[config.mk]
export PLATFORM = sky130hd
export DESIGN_NAME = sync_fifo_flex
export DESIGN_NICKNAME = d
export VERILOG_FILES = /design/src/rtl/sync_fifo_pkg.sv /design/src/rtl/sync_fifo_ram.sv /design/src/rtl/sync_fifo_flex.sv
export SDC_FILE = /design/constraint.sdc
export NUM_CORES = 1
export LEC_CHECK = 0
export CORE_AREA = 2 2 132 102
export CTS_CLUSTER_SIZE = 25
export DETAILED_ROUTE_END_ITERATION = 8
export DIE_AREA = 0 0 134 104
export GPL_TIMING_DRIVEN = 0
export PLACE_DENSITY = 0.74
export RECOVER_POWER = 25
export REMOVE_ABC_BUFFERS = 1
export SLEW_MARGIN = 20
export SYNTH_ARGS = -nofsm -noshare
export SYNTH_HDL_FRONTEND = slang
export SYNTH_SLANG_ARGS = --single-unit
[constraint.sdc]
create_clock -name clk -period 4.6 [get_ports clk]
set_input_delay 1.38 -clock clk [delete_from_list [all_inputs] [get_ports clk]]
set_output_delay 1.38 -clock clk [all_outputs]
set_load 0.01 [all_outputs]
[src/rtl/sync_fifo_pkg.sv]
// Shared types, defaults and helpers for the flexible synchronous FIFO.
// Build option SYNC_FIFO_FWFT_EN selects first-word-fall-through reads.
package sync_fifo_pkg;

   localparam int DEF_DATA_WIDTH = 8;
   localparam int DEF_ADDR_WIDTH = 4;

   typedef logic [DEF_ADDR_WIDTH:0] count_t;

   function automatic int clog2(input int value);
      int r;
      r = 0;
      while ((1 << r) < value) r++;
      return r;
   endfunction

endpackage

[src/rtl/sync_fifo_ram.sv]
// Storage array for the FIFO: one synchronous write port and
// one asynchronous read port, no reset on the contents.
module sync_fifo_ram
   import sync_fifo_pkg::*;
#(
   parameter int DATA_WIDTH = DEF_DATA_WIDTH,
   parameter int ADDR_WIDTH = DEF_ADDR_WIDTH
) (
   input  logic                  clk,
   input  logic                  i_we,
   input  logic [ADDR_WIDTH-1:0] i_waddr,
   input  logic [DATA_WIDTH-1:0] i_wdata,
   input  logic [ADDR_WIDTH-1:0] i_raddr,
   output logic [DATA_WIDTH-1:0] o_rdata
);

   localparam int LP_DEPTH = 1 << ADDR_WIDTH;

   logic [DATA_WIDTH-1:0] r_mem [LP_DEPTH];

   always_ff @(posedge clk) begin
      if (i_we) r_mem[i_waddr] <= i_wdata;
   end

   assign o_rdata = r_mem[i_raddr];

endmodule

[src/rtl/sync_fifo_flex.sv]
// Single-clock FIFO with count, threshold flags, flush and sticky errors.
// Define SYNC_FIFO_FWFT_EN for first-word-fall-through read mode.
module sync_fifo_flex
   import sync_fifo_pkg::*;
#(
   parameter int DATA_WIDTH = DEF_DATA_WIDTH,
   parameter int ADDR_WIDTH = DEF_ADDR_WIDTH,
   parameter int AF_THRESH  = 14,
   parameter int AE_THRESH  = 2
) (
   input  logic                  clk,
   input  logic                  rst_n,
   input  logic                  flush,
   input  logic                  wr_en,
   input  logic [DATA_WIDTH-1:0] wr_data,
   input  logic                  rd_en,
   output logic [DATA_WIDTH-1:0] rd_data,
   output logic                  rd_valid,
   output logic [ADDR_WIDTH:0]   count,
   output logic                  full,
   output logic                  empty,
   output logic                  almost_full,
   output logic                  almost_empty,
   output logic                  overflow,
   output logic                  underflow,
   input  logic                  err_clr
);

   localparam logic [ADDR_WIDTH:0] LP_DEPTH =
      (ADDR_WIDTH+1)'(1 << ADDR_WIDTH);
   localparam logic [ADDR_WIDTH:0] LP_AF = (ADDR_WIDTH+1)'(AF_THRESH);
   localparam logic [ADDR_WIDTH:0] LP_AE = (ADDR_WIDTH+1)'(AE_THRESH);
   localparam logic [ADDR_WIDTH:0] LP_ONE = (ADDR_WIDTH+1)'(1);
   localparam logic [ADDR_WIDTH-1:0] LP_PINC = ADDR_WIDTH'(1);

   logic [ADDR_WIDTH-1:0] r_wr_ptr;
   logic [ADDR_WIDTH-1:0] r_rd_ptr;
   logic [ADDR_WIDTH:0]   r_count;
   logic                  r_ovf;
   logic                  r_udf;

   logic                  w_full;
   logic                  w_empty;
   logic                  w_wr_acc;
   logic                  w_rd_acc;
   logic                  w_wr_rej;
   logic                  w_rd_rej;
   logic [DATA_WIDTH-1:0] w_ram_rdata;

   // Flags come straight off the registered count, so no lag.
   assign w_full  = (r_count == LP_DEPTH);
   assign w_empty = (r_count == '0);

   // Flush drops both requests without raising errors.
   assign w_wr_acc = wr_en & ~w_full  & ~flush;
   assign w_rd_acc = rd_en & ~w_empty & ~flush;
   assign w_wr_rej = wr_en &  w_full  & ~flush;
   assign w_rd_rej = rd_en &  w_empty & ~flush;

   sync_fifo_ram #(
      .DATA_WIDTH (DATA_WIDTH),
      .ADDR_WIDTH (ADDR_WIDTH)
   ) u_ram (
      .clk     (clk),
      .i_we    (w_wr_acc),
      .i_waddr (r_wr_ptr),
      .i_wdata (wr_data),
      .i_raddr (r_rd_ptr),
      .o_rdata (w_ram_rdata)
   );

   always_ff @(posedge clk or negedge rst_n) begin
      if (!rst_n) begin
         r_wr_ptr <= '0;
         r_rd_ptr <= '0;
         r_count  <= '0;
      end else if (flush) begin
         r_wr_ptr <= '0;
         r_rd_ptr <= '0;
         r_count  <= '0;
      end else begin
         if (w_wr_acc) r_wr_ptr <= r_wr_ptr + LP_PINC;
         if (w_rd_acc) r_rd_ptr <= r_rd_ptr + LP_PINC;
         case ({w_wr_acc, w_rd_acc})
            2'b10:   r_count <= r_count + LP_ONE;
            2'b01:   r_count <= r_count - LP_ONE;
            default: r_count <= r_count;
         endcase
      end
   end

   // A fresh error outranks a coincident clear.
   always_ff @(posedge clk or negedge rst_n) begin
      if (!rst_n) begin
         r_ovf <= 1'b0;
         r_udf <= 1'b0;
      end else begin
         if (w_wr_rej)     r_ovf <= 1'b1;
         else if (err_clr) r_ovf <= 1'b0;
         if (w_rd_rej)     r_udf <= 1'b1;
         else if (err_clr) r_udf <= 1'b0;
      end
   end

`ifdef SYNC_FIFO_FWFT_EN
   assign rd_data  = w_empty ? '0 : w_ram_rdata;
   assign rd_valid = ~w_empty;
`else
   logic [DATA_WIDTH-1:0] r_rd_data;
   logic                  r_rd_valid;

   always_ff @(posedge clk or negedge rst_n) begin
      if (!rst_n) begin
         r_rd_data  <= '0;
         r_rd_valid <= 1'b0;
      end else begin
         r_rd_valid <= w_rd_acc;
         if (w_rd_acc) r_rd_data <= w_ram_rdata;
      end
   end

   assign rd_data  = r_rd_data;
   assign rd_valid = r_rd_valid;
`endif

   assign count        = r_count;
   assign full         = w_full;
   assign empty        = w_empty;
   assign almost_full  = (r_count >= LP_AF);
   assign almost_empty = (r_count <= LP_AE);
   assign overflow     = r_ovf;
   assign underflow    = r_udf;

endmodule

==> results of run 1 <==
placed cells by master, fill, tap and decap left out, types with 5 or more instances in the layout:
cell / n
bufinv_16: 5
clkbuf_16: 17
clkdlybuf4s50_1: 28
dfrtp_1: 21
edfxtp_1: 128
ha_1: 7
inv_1: 7
mux2_2: 16
mux4_2: 33
nand2_1: 16
nand2b_1: 6
nor2_1: 40
o22ai_1: 8
xor2_1: 6
cell usage after synthesis (all sizes together), types with 5 or more instances:
master  number
nand2       16
mux2        16
nand2b       6
buf          9
o22ai        8
ha           7
a21oi        5
nor2        40
inv          7
clkbuf       8
dfrtp       24
mux4        33
xor2         6
edfxtp     128
power groups by stage:
| stage | Sequential [W] | Clock [W] | Combinational (W) |
|---|---|---|---|
| after floorplan | 0.00179 | 0 | 0.000553 |
| after global placement | 0.00181 | 0 | 0.000881 |
| after detailed placement | 0.00182 | 0 | 0.000886 |
| after CTS | 0.00180 | 0.00154 | 0.000893 |
| after global routing | 0.00182 | 0.00159 | 0.000953 |
| final | 0.00179 | 0.00152 | 0.000885 |
critical path: cells and delay by family:
family	cells	cell delay (ps)
simple gates	2	1110
buf+inv	1	780
compound gates	2	450
mux	2	360
fa+ha+maj	1	230
xor+xnor	1	120
state kept, by name, summed over array words and instances, names as in the netlist:
name and flops:
underflow 1, r_wr_ptr 4, rd_data 8, overflow 1, r_rd_ptr 4, rd_valid 1, u_ram.r_mem 128, count 5
how the worst max path moves through the flow:
stage	endpoint	slack, ps	cells past startpoint
final	count[4]	470	9
after floorplan	count[4]	1160	8
after global placement	rd_data[7]	7	6
after global routing	count[4]	360	9
after CTS	count[4]	490	9
after detailed placement	count[4]	60	9
layout make-up:
type | instances | area (um2) | area share [%]
tap | 171 | 214 | 2.90
clock inverter | 11 | 194 | 2.63
inverter | 7 | 26.3 | 0.356
clock buffer | 21 | 460 | 6.24
multi-input combinational | 172 | 1700 | 23.1
timing repair buffer | 33 | 324 | 4.40
sequential | 152 | 4450 | 60.4
kinds of logic after synthesis:
family	count (synthesis)	synth area share (%)
compound gates	24	2.75
buf+inv	24	1.69
flops	152	71.3
xor+xnor	8	1.12
mux	53	15.7
simple gates	80	6.03
fa+ha+maj	7	1.41
metrics by stage:
| stage | std cells | instance area, um2 | hold WS (ps) |
|---|---|---|---|
| after global routing | 567 | 7370 | 536 |
| after CTS | 567 | 7370 | 514 |
| after detailed placement | 535 | 6720 | 499 |
| after global placement | 535 | 6700 | 477 |
| after floorplan | 331 | 6150 | 535 |
| final | 567 | 7370 | 503 |
metal layers:
metal | global-route usage [%] | vias to the layer above | part of all wire, %
li1 | - | 1441 | -
met1 | 26.2 | 1651 | 43
met2 | 27.3 | 102 | 47
met3 | 5.17 | 13 | 8.2
met4 | 7.60 | 0 | 1.3
met5 | 0 | - | 0
==> out/results.ini, run 1 <==
[cells_and_area]
postLayoutCoreUtil_pct=58.3
fin_nets=404
fill_cells=932
area_growth_pct=18.4
layout-drive-gt1-share_pct=23.7
n_antenna_cell=0

[timing]
min_period_ps=4130
hold_viol=0
report.final.slew_viol_count=25
final.setup.tns_ps=0
fin_skew_ps=5.47
setup_slack_ps=470
rsz0062_at_grt=no
timing.fmax_ghz=0.242
tightest_slew_ps=1600
slew_headroom_pct=-6.90
period_share_pct=89.8
setup_viol=0

[power]
p_seq_share_pct=42.7
comb_power_share_pct=21.1
p_leak_nw=2.43
p_clk_share_pct=36.2
finalPower_w=0.00419
swShare_pct=25.9
switching_power_w=0.00109
power_density_nw_per_um2=569
intPower_w=0.00311
peakVddDrop_uv=299

[clock_tree]
clkLatencyLatePin_ps=410
cts_hold_buffers=0
post-cts-setup-buffers=0
clockBufferDepth=2
clock-root-buffer=clkbuf_16
htree_levels=4
cts_tree=yes
ctsResizeCount=0
clkTransAtPathRegs_ps=60
numCtsBuffers=17
clock-sinks=152

[synth]
mappedNetlistArea_um2=6230
ys_warn_count=0
synth_top_area_share_pct=61.7
ys_seq_elements=152
synthArstFlopShare_pct=15.8
synth_cells=348
yosysSeqAreaShare_pct=71.3
synth_cell_type_count=38
synth_top_area_cell=edfxtp_1
synth_ff_type=edfxtp_1
synth_area_leaders=edfxtp_1, mux4_2, dfrtp_1
synth_edf_count=128
postSynthAreaPerCell_um2=17.9

[global_routing]
grt_usage_pct=18.5
gr-total-overflow=0
grt_pass1_wl_um=18800
grt_pass1_vias=3270
antenna_found_initial=0
grt_max_degree=36

[routing]
drc=0
dr.pass1.iters=5
vias=3207
routedWlPerCell_um=21.2
drt_iter0_drc=288
final_antenna_net_count=0
avgViaCountPerCell=5.66
wirelength_um=12000

[worst_hold_path]
whs_path_depth=2
min_from=rd_data[0]
hold_path_end=rd_data[0]
hold_path_class=flip-flop to flip-flop

[setup_path]
r2r_setup_slack_ps=1800
crit_required_ps=4900
cpMaxStageDelayCell=clkdlybuf4s50_1
crit_chain=clkdlybuf4s50_1 > or3b_2 > mux2i_4 > xnor2_1 > ha_1 > or3_2 > a21oi_1 > mux2i_1 > a221o_1
critPathLaunch=flush
max_stage_delay_ps=780
end_kind=flip-flop
r2r_start=count[1]
crit_fanout=20
path_class=input port to flip-flop
cp_data_arrival_time_ps=4430
r2r-end=count[4]
crit_path_start_kind=input port
ff2ff_path_depth=8

[floorplan]
die_area_um2=13900
initial_utilization_pct=49.2
die_x_um=134
ioPinCount=34
die_h_um=104
core_region_area_um2=12700
rows=36

[run_status]
violations=max-capacitance violations, max-slew violations
status=finished with violations

[placement]
gp_congestion=0.747
hpwlAfterDp_um=7400
place_ws_ps=55.6
io_buffers=33

[flow_run]
cap_violations=1

No activity file was read; power rests on OpenSTA's default activity.
==> run 2: changes to the inputs <==
CAP_MARGIN = 20   (was not set)
CORE_AREA = 2 2 126 98   (was 2 2 132 102)
DIE_AREA = 0 0 128 100   (was 0 0 134 104)
PLACE_DENSITY = 0.79   (was 0.74)
==> out/results.ini, run 2 (synthesis gave the netlist of run 1 again) <==
[global_routing]
antenna_found_initial=0
grt_usage_pct=20.2
grt_pass1_vias=3146
grt_max_degree=36
grt_pass1_wl_um=18300
gr-total-overflow=0

[floorplan]
die_x_um=128
die_h_um=100
initial_utilization_pct=53.1
ioPinCount=34
core_region_area_um2=11700
rows=35
die_area_um2=12800

[power]
finalPower_w=0.00402
p_leak_nw=2.40
power_density_nw_per_um2=554
peakVddDrop_uv=278

[timing]
report.final.slew_viol_count=0
rsz0062_at_grt=no
setup_viol=0
timing.fmax_ghz=0.244
hold_viol=0
setup_slack_ps=496
period_share_pct=89.2
tightest_slew_ps=1350
fin_skew_ps=7.65
slew_headroom_pct=9.78
min_period_ps=4100
final.setup.tns_ps=0

[run_status]
status=finished, final reports clean

[setup_path]
cp_data_arrival_time_ps=4400
crit_required_ps=4900
crit_chain=clkdlybuf4s50_1 > or3b_2 > mux2i_4 > xnor2_1 > ha_1 > or3_2 > a21oi_1 > mux2i_1 > a221o_1
path_class=input port to flip-flop
crit_fanout=20
max_stage_delay_ps=770
path_buf_inv=1
path_delay_family=simple AND/OR/NAND/NOR gates
cpMaxStageDelayCell=clkdlybuf4s50_1
crit_path_start_kind=input port
end_kind=flip-flop

[routing]
wirelength_um=11800
drt_iter0_drc=226
avgViaCountPerCell=5.94
dr.pass1.iters=5
final_antenna_net_count=0
vias=3232
routedWlPerCell_um=21.7
drc=0

[clock_tree]
numCtsBuffers=17
clock-sinks=152
clkLatencyLatePin_ps=420
clockBufferDepth=2
cts_hold_buffers=0
post-cts-setup-buffers=0
clock-root-buffer=clkbuf_16
ctsResizeCount=0
htree_levels=4
clkTransAtPathRegs_ps=60
cts_tree=yes

[flow_run]
cap_violations=0

[cells_and_area]
largest_reg_flops=128
final_common_cell=edfxtp_1
area_growth_pct=16.6
fin_nets=404
layout-drive-gt1-share_pct=23.2
stdcell_count=544
most-common-layout-cells=edfxtp_1, nor2_1, mux4_2
top_register=u_ram.r_mem
n_antenna_cell=0

[placement]
dp_cells=512
gp_congestion=0.788
io_buffers=33
hpwlAfterDp_um=7210
place_ws_ps=73.9

[worst_hold_path]
hold_path_class=flip-flop to flip-flop

-- run 2: changes by cell type in the layout (fill, tap and decap cells not counted) --
| cell | before | now |
|---|---|---|
| clkinv_2 | 2 | 6 |
| bufinv_16 | 5 | 2 |
| clkinv_4 | 2 | 0 |
| a21oi_1 | 4 | 5 |
| a21oi_2 | 1 | 0 |
| clkbuf_1 | 3 | 4 |
| clkbuf_8 | 2 | 3 |
| inv_6 | 1 | 0 |
-- run 2: layout make-up --
| cell class | instances | area [um2] |
|---|---|---|
| Timing Repair Buffer | 33 | 324 |
| Multi-Input combinational cell | 172 | 1700 |
| Clock inverter | 9 | 97.6 |
| Tap cell | 148 | 185 |
| Fill cell | 806 | 4470 |
| Inverter | 7 | 26.3 |
| Clock buffer | 23 | 478 |
| Sequential cell | 152 | 4450 |
-- run 2: metal layers --
metal	track usage, %	routed length [um]
met5	0	0
met4	6.00	133
met3	5.33	757
met1	30.2	5230
met2	29.9	5650
-- run 2: final timing paths --
| check | start | to | slack [ps] | cells after the start |
|---|---|---|---|---|
| max in group asynchronous | rst_n | r_rd_ptr[0] | 2380 | 1 |
| worst min-delay path | rd_data[5] | rd_data[5] | 500 | 2 |
| worst max register to register | count[1] | count[4] | 1800 | 8 |
| worst min register to register | rd_data[5] | rd_data[5] | 500 | 2 |
| worst max-delay path | flush | count[4] | 500 | 9 |
| min in group asynchronous | rst_n | underflow | 1250 | 1 |
-- run 2: metrics by stage --
stage / cell area [um2] / utilization (%) / hold WS [ps]
finish: 7260 / 61.9 / 500
CTS: 7260 / 61.9 / 506
detailed placement: 6690 / 57.0 / 491
global route: 7260 / 61.9 / 528
global placement: 6670 / 56.8 / 483
floorplan: 6150 / - / 535
-- run 2: tightest hold or removal path: stages (launching register included) --
cell     delay, ps
dfrtp_1        340
nor2_1          50
nor2_1          70
-- run 2: where the power goes --
group / total [W] / switching [W] / leakage (nW) / internal, W
Clock: 0.00135 / 0.000511 / 0.286 / 0.000835
Combinational: 0.000892 / 0.000365 / 0.659 / 0.000527
Sequential: 0.00179 / 0.000200 / 1.45 / 0.00159
